## config.mk

```make
export PLATFORM = sky130hd
export DESIGN_NAME = mbist_march_ctrl
export DESIGN_NICKNAME = d
export VERILOG_FILES = /design/src/rtl/mbist_march_ctrl.sv
export SDC_FILE = /design/constraint.sdc
export NUM_CORES = 1
export LEC_CHECK = 0
export BUFFER_PORTS_ARGS = -buffer_cell sky130_fd_sc_hd__buf_2
export CAP_MARGIN = 20
export CORE_MARGIN = 3
export CORE_UTILIZATION = 55
export DETAILED_ROUTE_END_ITERATION = 7
export PLACE_DENSITY = 0.81
export SYNTH_ARGS = -nofsm -noshare
export SYNTH_HDL_FRONTEND = slang
export SYNTH_SLANG_ARGS = --single-unit
export TNS_END_PERCENT = 5
```

## constraint.sdc

```tcl
create_clock -name clk -period 2.7 [get_ports clk]
set_clock_uncertainty 0.1 [all_clocks]
set_input_delay 0.54 -clock clk [delete_from_list [all_inputs] [get_ports clk]]
set_output_delay 0.54 -clock clk [all_outputs]
set_load 0.1 [all_outputs]
```

## src/rtl/mbist_march_ctrl.sv

```systemverilog
// mbist_march_ctrl: March C- memory BIST controller for a single-port memory.
// It sequences six March elements over addresses 0..ADDR_MAX and drives the
// address, write data and write/read strobe. Read data is checked against the
// expected value through a pipeline whose depth matches the memory read latency.
//
// Ports:
//   clk, rst_n      clock and synchronous active-low reset
//   start           level; starts a run from IDLE or DONE
//   busy            high from the first SETUP cycle through DRAIN
//   done, pass      end-of-run status; pass is valid while done is high
//   fail_addr/elem  address and March element of the first mismatch
//   fail_count      number of mismatching reads, saturating at 255
//   mem_*           memory port (1 = write); mem_rdata is registered read data
module mbist_march_ctrl #(
    parameter int unsigned DATA_WIDTH = 8,
    parameter int unsigned ADDR_WIDTH = 8,
    parameter int unsigned ADDR_MAX   = 255,
    parameter int unsigned RD_LAT     = 2
) (
    input  logic                  clk,
    input  logic                  rst_n,
    input  logic                  start,
    output logic                  busy,
    output logic                  done,
    output logic                  pass,
    output logic [ADDR_WIDTH-1:0] fail_addr,
    output logic [2:0]            fail_elem,
    output logic [7:0]            fail_count,
    output logic                  mem_write_read,
    output logic [ADDR_WIDTH-1:0] mem_address,
    output logic [DATA_WIDTH-1:0] mem_wdata,
    input  logic [DATA_WIDTH-1:0] mem_rdata
);

    localparam logic [ADDR_WIDTH-1:0] AddrLast  = ADDR_WIDTH'(ADDR_MAX);
    localparam int unsigned           CntW      = (RD_LAT > 1) ? $clog2(RD_LAT) : 1;
    localparam logic [CntW-1:0]       DrainLast = CntW'(RD_LAT - 1);

    typedef enum logic [2:0] {StIdle, StSetup, StOps, StDrain, StDone} state_e;

    state_e                state_q, state_d;
    logic [2:0]            elem_q, elem_d;
    logic [ADDR_WIDTH-1:0] addr_q, addr_d;
    logic                  phase_q, phase_d;  // 0: read slot, 1: write slot
    logic [CntW-1:0]       drain_q, drain_d;
    logic                  clear_status;

    logic                  desc, has_read, has_write, last_addr, next_desc;
    logic [2:0]            elem_next;
    logic [DATA_WIDTH-1:0] wval, rexp;
    logic                  rd_issue, wr_issue, op_done, mismatch;

    logic [ADDR_WIDTH-1:0] fail_addr_q;
    logic [2:0]            fail_elem_q;
    logic [7:0]            fail_count_q;

    // Read-compare pipeline: entry [RD_LAT-1] lines up with mem_rdata.
    logic                  pvalid_q [RD_LAT];
    logic [DATA_WIDTH-1:0] pexp_q   [RD_LAT];
    logic [ADDR_WIDTH-1:0] paddr_q  [RD_LAT];
    logic [2:0]            pelem_q  [RD_LAT];

    // Per-element attributes of the March C- sequence.
    always_comb begin
        desc      = (elem_q == 3'd3) || (elem_q == 3'd4);
        has_read  = (elem_q != 3'd0);
        has_write = (elem_q != 3'd5);
        wval      = ((elem_q == 3'd1) || (elem_q == 3'd3)) ? '1 : '0;
        rexp      = ((elem_q == 3'd2) || (elem_q == 3'd4)) ? '1 : '0;
        last_addr = desc ? (addr_q == '0) : (addr_q == AddrLast);
        elem_next = elem_q + 3'd1;
        next_desc = (elem_next == 3'd3) || (elem_next == 3'd4);
        rd_issue  = (state_q == StOps) && has_read && !phase_q;
        wr_issue  = (state_q == StOps) && has_write && (!has_read || phase_q);
        // Single-op elements finish an address every cycle.
        op_done   = !(has_read && has_write) || phase_q;
    end

    always_comb begin
        state_d      = state_q;
        elem_d       = elem_q;
        addr_d       = addr_q;
        phase_d      = phase_q;
        drain_d      = drain_q;
        clear_status = (state_q == StIdle);
        case (state_q)
            StIdle, StDone: begin
                if (start) begin
                    state_d      = StSetup;
                    elem_d       = 3'd0;
                    addr_d       = '0;
                    phase_d      = 1'b0;
                    clear_status = 1'b1;
                end
            end
            StSetup: begin
                state_d = StOps;
                phase_d = 1'b0;
            end
            StOps: begin
                if (!op_done) begin
                    phase_d = 1'b1;
                end else begin
                    phase_d = 1'b0;
                    if (!last_addr) begin
                        addr_d = desc ? addr_q - 1'b1 : addr_q + 1'b1;
                    end else if (elem_q == 3'd5) begin
                        state_d = StDrain;
                        drain_d = '0;
                    end else begin
                        state_d = StSetup;
                        elem_d  = elem_next;
                        addr_d  = next_desc ? AddrLast : '0;
                    end
                end
            end
            StDrain: begin
                if (drain_q == DrainLast) state_d = StDone;
                else drain_d = drain_q + 1'b1;
            end
            default: state_d = StIdle;
        endcase
    end

    always_ff @(posedge clk) begin
        if (!rst_n) begin
            state_q <= StIdle;
            elem_q  <= 3'd0;
            addr_q  <= '0;
            phase_q <= 1'b0;
            drain_q <= '0;
        end else begin
            state_q <= state_d;
            elem_q  <= elem_d;
            addr_q  <= addr_d;
            phase_q <= phase_d;
            drain_q <= drain_d;
        end
    end

    always_ff @(posedge clk) begin
        if (!rst_n) begin
            for (int i = 0; i < RD_LAT; i++) begin
                pvalid_q[i] <= 1'b0;
                pexp_q[i]   <= '0;
                paddr_q[i]  <= '0;
                pelem_q[i]  <= 3'd0;
            end
        end else begin
            pvalid_q[0] <= rd_issue;
            pexp_q[0]   <= rexp;
            paddr_q[0]  <= addr_q;
            pelem_q[0]  <= elem_q;
            for (int i = 1; i < RD_LAT; i++) begin
                pvalid_q[i] <= pvalid_q[i-1];
                pexp_q[i]   <= pexp_q[i-1];
                paddr_q[i]  <= paddr_q[i-1];
                pelem_q[i]  <= pelem_q[i-1];
            end
        end
    end

    assign mismatch = pvalid_q[RD_LAT-1] && (mem_rdata != pexp_q[RD_LAT-1]);

    always_ff @(posedge clk) begin
        if (!rst_n || clear_status) begin
            fail_addr_q  <= '0;
            fail_elem_q  <= 3'd0;
            fail_count_q <= 8'd0;
        end else if (mismatch) begin
            // A zero count means this is the first mismatch of the run.
            if (fail_count_q == 8'd0) begin
                fail_addr_q <= paddr_q[RD_LAT-1];
                fail_elem_q <= pelem_q[RD_LAT-1];
            end
            if (fail_count_q != 8'hFF) fail_count_q <= fail_count_q + 8'd1;
        end
    end

    assign busy           = (state_q == StSetup) || (state_q == StOps) || (state_q == StDrain);
    assign done           = (state_q == StDone);
    assign pass           = done && (fail_count_q == 8'd0);
    assign fail_addr      = fail_addr_q;
    assign fail_elem      = fail_elem_q;
    assign fail_count     = fail_count_q;
    assign mem_write_read = wr_issue;
    assign mem_address    = addr_q;
    // Held for the whole element, SETUP included, so it leads every write.
    assign mem_wdata      = wval;

endmodule
```

# [Word level (Yosys, flattened, before mapping)]
# Memory sizes are Yosys's and may differ from the RTL's. A register that Yosys moved wholly into a read port is not among the register bits.
# Index checks and enable logic that the tools add are counted.
[word_totals] reg_bits=24 out_inout_bits=39 word_cells=121 n_memories=4 inputBits=11 ramBits=40
[op_classes] reduce_logical=35 addsub=5 bitwise_logic=8 eq_ne=22 muxes=41
[mem_list] name="paddr_q" depth=2 word_bits=8 read_ports=2 rd_ports_with_merged_regs=1 wr=2 line="60" text="logic [ADDR_WIDTH-1:0] paddr_q [RD_LAT];"
[mem_list] name="pexp_q" depth=2 word_bits=8 read_ports=2 rd_ports_with_merged_regs=0 wr=2 line="59" text="logic [DATA_WIDTH-1:0] pexp_q [RD_LAT];"
[mem_list] name="pelem_q" depth=2 word_bits=3 read_ports=2 rd_ports_with_merged_regs=1 wr=2 line="61" text="logic [2:0] pelem_q [RD_LAT];"
[mem_list] name="pvalid_q" depth=2 word_bits=1 read_ports=2 rd_ports_with_merged_regs=0 wr=2 line="58" text="logic pvalid_q [RD_LAT];"
[op_table] operator="8-bit 2-to-1 mux" count=12
[op_table] operator="3-bit 2-to-1 mux" count=10
[op_table] operator="8-bit by 1-bit adder with 8-bit output, second input constant" count=2
[op_table] operator="8-bit zero test" count=2
[op_table] operator="8-bit one-hot mux with 2 select lines" count=1
[op_table] operator="3-bit by 2-bit == test with 1-bit output, second input constant" count=5
[op_table] operator="1-bit 2-to-1 mux" count=13
[op_table] operator="3-bit == test, second input constant" count=4
[op_table] operator="2-bit != test, second input constant" count=6
[op_table] operator="3-bit one-hot mux with 4 select lines" count=1
[op_table] operator="4-bit AND reduction" count=3
[op_table] operator="1-bit logical OR" count=9
[op_table] operator="8-bit == test, second input constant" count=1
[op_table] operator="8-bit != test" count=1
[op_table] operator="8-bit != test, second input constant" count=1
[op_table] operator="1-bit bitwise OR" count=8
[op_table] operator="8-bit by 1-bit subtractor with 8-bit output, second input constant" count=1
[op_table] operator="1-bit logical AND" count=7
[op_table] operator="3-bit by 1-bit == test with 1-bit output, second input constant" count=2
[op_table] operator="3-bit != test, second input constant" count=2
[op_table] operator="3-bit one-hot mux with 2 select lines" count=1
[op_table] operator="2-bit AND reduction" count=3
[op_table] operator="3-bit nonzero test" count=2
[op_table] operator="5-bit AND reduction" count=1
[op_table] operator="other kinds (9)" count=13

# [Depth between registers and ports, before layout]
[logic_depth] ltp_word=8 mapped_depth=11 depth_no_buf=11

# [Worst setup path after synthesis]
# No wires, ideal clock.
[synth_path] path_kind="flip-flop to output port" from="reg fail_count_q[0] (netlist: fail_count[0])" to="out pass" path_slack_ns=-1.892 arrival_ns=3.952 n_path_buf=0 stages_incl_launch_ff=5 required_time_ns=2.060 path_cell_list="dfxtp_1 -> inv_1 -> ha_1 -> nand4_1 -> nor4_1"
[synth_between] elab_chain_cells=2
[synth_rtl] item="start: declaration" line="55" text="logic [7:0] fail_count_q;"
[synth_rtl] item="start signal: assignment" line="176" text="if (fail_count_q != 8'hFF) fail_count_q <= fail_count_q + 8'd1;"
[synth_rtl] item="8-bit zero test" line="182" text="assign pass = done && (fail_count_q == 8'd0);"
[synth_rtl] item="1-bit logical AND" line="182"
[synth_rtl] item="end: declaration" line="25" text="output logic pass,"
# No other way between the ends.

# [Worst setup path in the final report]
[layout_path] from="reg elem_q[0]" to="reg addr_q[5] (netlist: mem_address[5])"
[layout_between] elab_chain_cells=8 elab_cells_between_ends=23 classes_between="1 x add/sub; 8 x eq/ne; 7 x mux; 7 x reduce/logical"
[layout_rtl] item="start: declaration" line="42" text="logic [2:0] elem_q, elem_d;"
[layout_rtl] item="start signal: assignment" line="134" text="elem_q <= elem_d;"
[layout_rtl] item="3-bit by 1-bit adder with 3-bit output" line="71" text="elem_next = elem_q + 3'd1;"
[layout_rtl] item="3-bit by 2-bit == test with 1-bit output / 3-bit == test (equally long branches)" line="72" text="next_desc = (elem_next == 3'd3) || (elem_next == 3'd4);"
[layout_rtl] item="1-bit logical OR" line="72"
[layout_rtl] item="8-bit 2-to-1 mux" line="113" text="addr_d = next_desc ? AddrLast : '0;"
[layout_rtl] item="8-bit 2-to-1 mux" line="107" text="end else if (elem_q == 3'd5) begin"
[layout_rtl] item="8-bit 2-to-1 mux" line="105" text="if (!last_addr) begin"
[layout_rtl] item="8-bit 2-to-1 mux" line="101" text="if (!op_done) begin"
[layout_rtl] item="8-bit one-hot mux with 2 select lines" line="86" text="case (state_q)"
[layout_rtl] item="end signal: assignment" line="135" text="addr_q <= addr_d;"
[layout_rtl] item="end: declaration" line="43" text="logic [ADDR_WIDTH-1:0] addr_q, addr_d;"
# Parallel ways exist; a longest one is shown, timed or not. The select of a mux whose other input is x is not followed.
# A chain may end at the register's enable or synchronous reset.

==> results.ini <==
[run_status]
outcome = finished clean

[detailed_routing]
drt_wl_total_um = 5659
vias_per_cell = 5.334
wl_per_cell_um = 13.22
vias = 2283
drt_iter0_drc = 82
dr.pass1.iters = 4
drc = 0
ant_nets = 0

[synth]
yosys-top-cells-area = dfxtp_1, ha_1, and2_1
syn_nets = 332
async_reset_ff_share_pct = 0
ys_top_cells_by_count = dfxtp_1, nor2_1, and2_1
synth_edf_count = 0
synth-main-ff-cell = dfxtp_1
syn_area_per_cell_um2 = 9.163
synth.top_cell.area_share_pct = 43.55
ys_ff_latch = 61
yosysWarnings = 0
yosysSeqAreaShare_pct = 43.55
yosys.area.top_type = dfxtp_1
synth.distinct_cells = 47
syn-cell-area_um2 = 2804
post-synth-top-count-cell = dfxtp_1
syn-instance-count = 306

[worst_setup_path]
worstPathCellList = inv_1 -> ha_1 -> mux2_4 -> ha_1 -> nand3_1 -> o211ai_1 -> nor2_1 -> xor2_1 -> nand2_1 -> a22o_2
end_kind = flop
critPathLaunchType = flop
crit_fanout = 10
critPathArrivalTime_ns = 2.63
setup.worst_path.class = reg2reg
critPathRequiredTime_ns = 2.82
crit_top_cell = ha_1
slowest_delay_ns = 0.38
cpMaxStageDelayCell = ha_1

[placement]
hpwlAfterDp_um = 3939
gp_congestion = 0.8470
numPortBuffers = 49

[global_routing]
grt_pass1_vias = 2079
grt_pass1_wl_um = 9211
top_usage_layer = met2
met2_usage_pct = 31.87
globalRouteMet3Util_pct = 5.916
antenna_found_initial = 0
grt_max_degree = 36
grt_usage_pct = 19.21
grt_util_met1_pct = 22.62
grt_remaining_overflow = 0

[die]
initial_core_util_pct = 58.21
io_pins = 50
fp.dieW_um = 77.40
core_area_um2 = 4817
num_rows = 25
die_h_um = 77.40
die-area_um2 = 5991

[cts]
clk_latency_ns = 0.33
clockBufferDepth = 2
cts_root_buf = clkbuf_8
path_clk_slew_ns = 0.07
htree_levels = 3
numClockSinks = 61
cts_tree = yes
post_cts_buffers = 0
numCtsBuffers = 9

[timing]
period_needed_ns = 2.512
fmax_mhz = 398.1
slew_viol_final = 0
fin_crit_sh_pct = 93.04
rsz0062_at_grt = no
tightest_slew_ns = 0.5401
fin_setup_tns_ns = 0
slew_headroom_pct = 63.95
final_hold_viol_count = 0
setup_viol = 0

[finish]
fill_cells = 391
final_net_count = 382
diodes = 0
syn_to_final_growth_pct = 19.99
drive_gt1_share_pct = 24.93
multi_input_area_um2 = 1464
ff_latch_area_um2 = 1222

[pwr]
vdd_drop_max_mv = 0.4005
p_switching_uw = 516.7
p_clk_share_pct = 47.3
power_frac_comb_pct = 9.5
switching_share_pct = 23.78
total_power_uw = 2173
sequentialPowerShare_pct = 43.2
power_density_nw_per_um2 = 645.8
cellInternalPower_uw = 1656
power_leakage_uw = 0.001425

[hold_path]
hp-class = reg2reg

[run]
drv_cap = 0

==> critical path, delay by kind of cell (launching register included) <==
family	cells	cell delay [ns]
and+or+nand+nor	3	0.25
muxes	1	0.32
buffers and inverters	1	0.10
xor gates and xnor gates	1	0.14
DFF	1	0.37
adders and majority gates	2	0.61
AOI/OAI and AO/OA	2	0.51
==> layer usage <==
metal	share of wire, %	wire (um)
met4	1.4	81
met5	0	0
met3	5.4	306
met1	45	2533
met2	48	2736
==> placed cells by master (no fill, tap or decap), drive strengths merged, types with 2 or more instances in the layout <==
cell type  synthesis  final
a21o               2      2
a21oi              9      9
a22o               6      6
a22oi              2      2
a31oi              2      2
and2              25     25
buf                8     53
bufinv             0      3
clkbuf             5     13
dfxtp             61     61
ha                14     14
inv               16     16
mux2               3      3
mux2i             13     13
nand2             21     21
nand3             10     10
nand4              5      5
nor2              33     33
nor2b              6      6
nor3              11     11
nor4               6      6
o211ai             3      3
o21a               3      3
o21ai             11     11
o31ai              2      2
o41ai              2      2
or2                2      2
or3                3      3
xnor2              6      6
xor2               2      2
==> timing repair <==
item / in CTS / in global routing
hold endpoints to repair: 0 / 0
endpoints found under the setup margin: 0 / 2
gates resized for setup: 0 / 2
hold buffers: 0 / 0
==> cell type report <==
type | instances | share of cell area (%)
clock inverters | 3 | 2.678
well taps | 67 | 2.492
repair buffers | 53 | 8.181
multi-input cells | 215 | 43.51
flip-flops and latches | 61 | 36.33
inverters | 16 | 1.785
clock buffers | 13 | 5.020
==> worst paths after layout <==
check	startpoint	endpoint	cells past startpoint	slack, ns
max	elem_q[0]	mem_address[5]	10	0.19
min	paddr_q[0][2]	paddr_q[1][2]	1	0.33
min reg2reg	paddr_q[0][2]	paddr_q[1][2]	1	0.33
max reg2reg	elem_q[0]	mem_address[5]	10	0.19
==> power by group through the flow <==
| stage | registers (uW) | logic, uW | clock network [uW] |
|---|---|---|---|
| 2_1_floorplan | 963 | 149 | 0 |
| 3_3_place_gp | 956 | 201 | 0 |
| 3_5_place_dp | 957 | 203 | 0 |
| 4_1_cts | 937 | 207 | 1030 |
| 5_1_grt | 940 | 223 | 1080 |
| 6_report | 938 | 206 | 1030 |
==> per-stage QoR <==
step	hold slack (ns)	instances	setup WS, ns	area, um2	util, %
after global routing	0.3453	428	0.01128	3364	69.84
after floorplan	0.3119	306	-0.1042	2824	-
after CTS	0.3316	427	0.1010	3348	69.51
after global placement	0.3153	411	0.2206	3089	64.13
after detailed placement	0.3169	411	0.1155	3089	64.13
final	0.3293	428	0.1879	3364	69.84
==> registers in the layout (all words and copies together) (netlist names) <==
signal and cells:
pexp_q 2, pvalid_q 2, paddr_q 16, phase_q 1, drain_q 1, pelem_q 6
elem_q 3, mem_address 8, fail_addr 8, fail_count 8, fail_elem 3, state_q 3
==> logic make-up after synthesis <==
| family | share of synthesized area (%) |
|---|---|
| AND/OR/NAND/NOR | 23.12 |
| XOR/XNOR | 2.499 |
| multiplexers | 5.979 |
| adder cells (fa/ha/maj) | 6.961 |
| buffers and inverters | 5.221 |
| flip-flops | 43.55 |
| AO/OA/AOI/OAI | 12.67 |
Note: power is estimated with default switching activity, not from simulation.
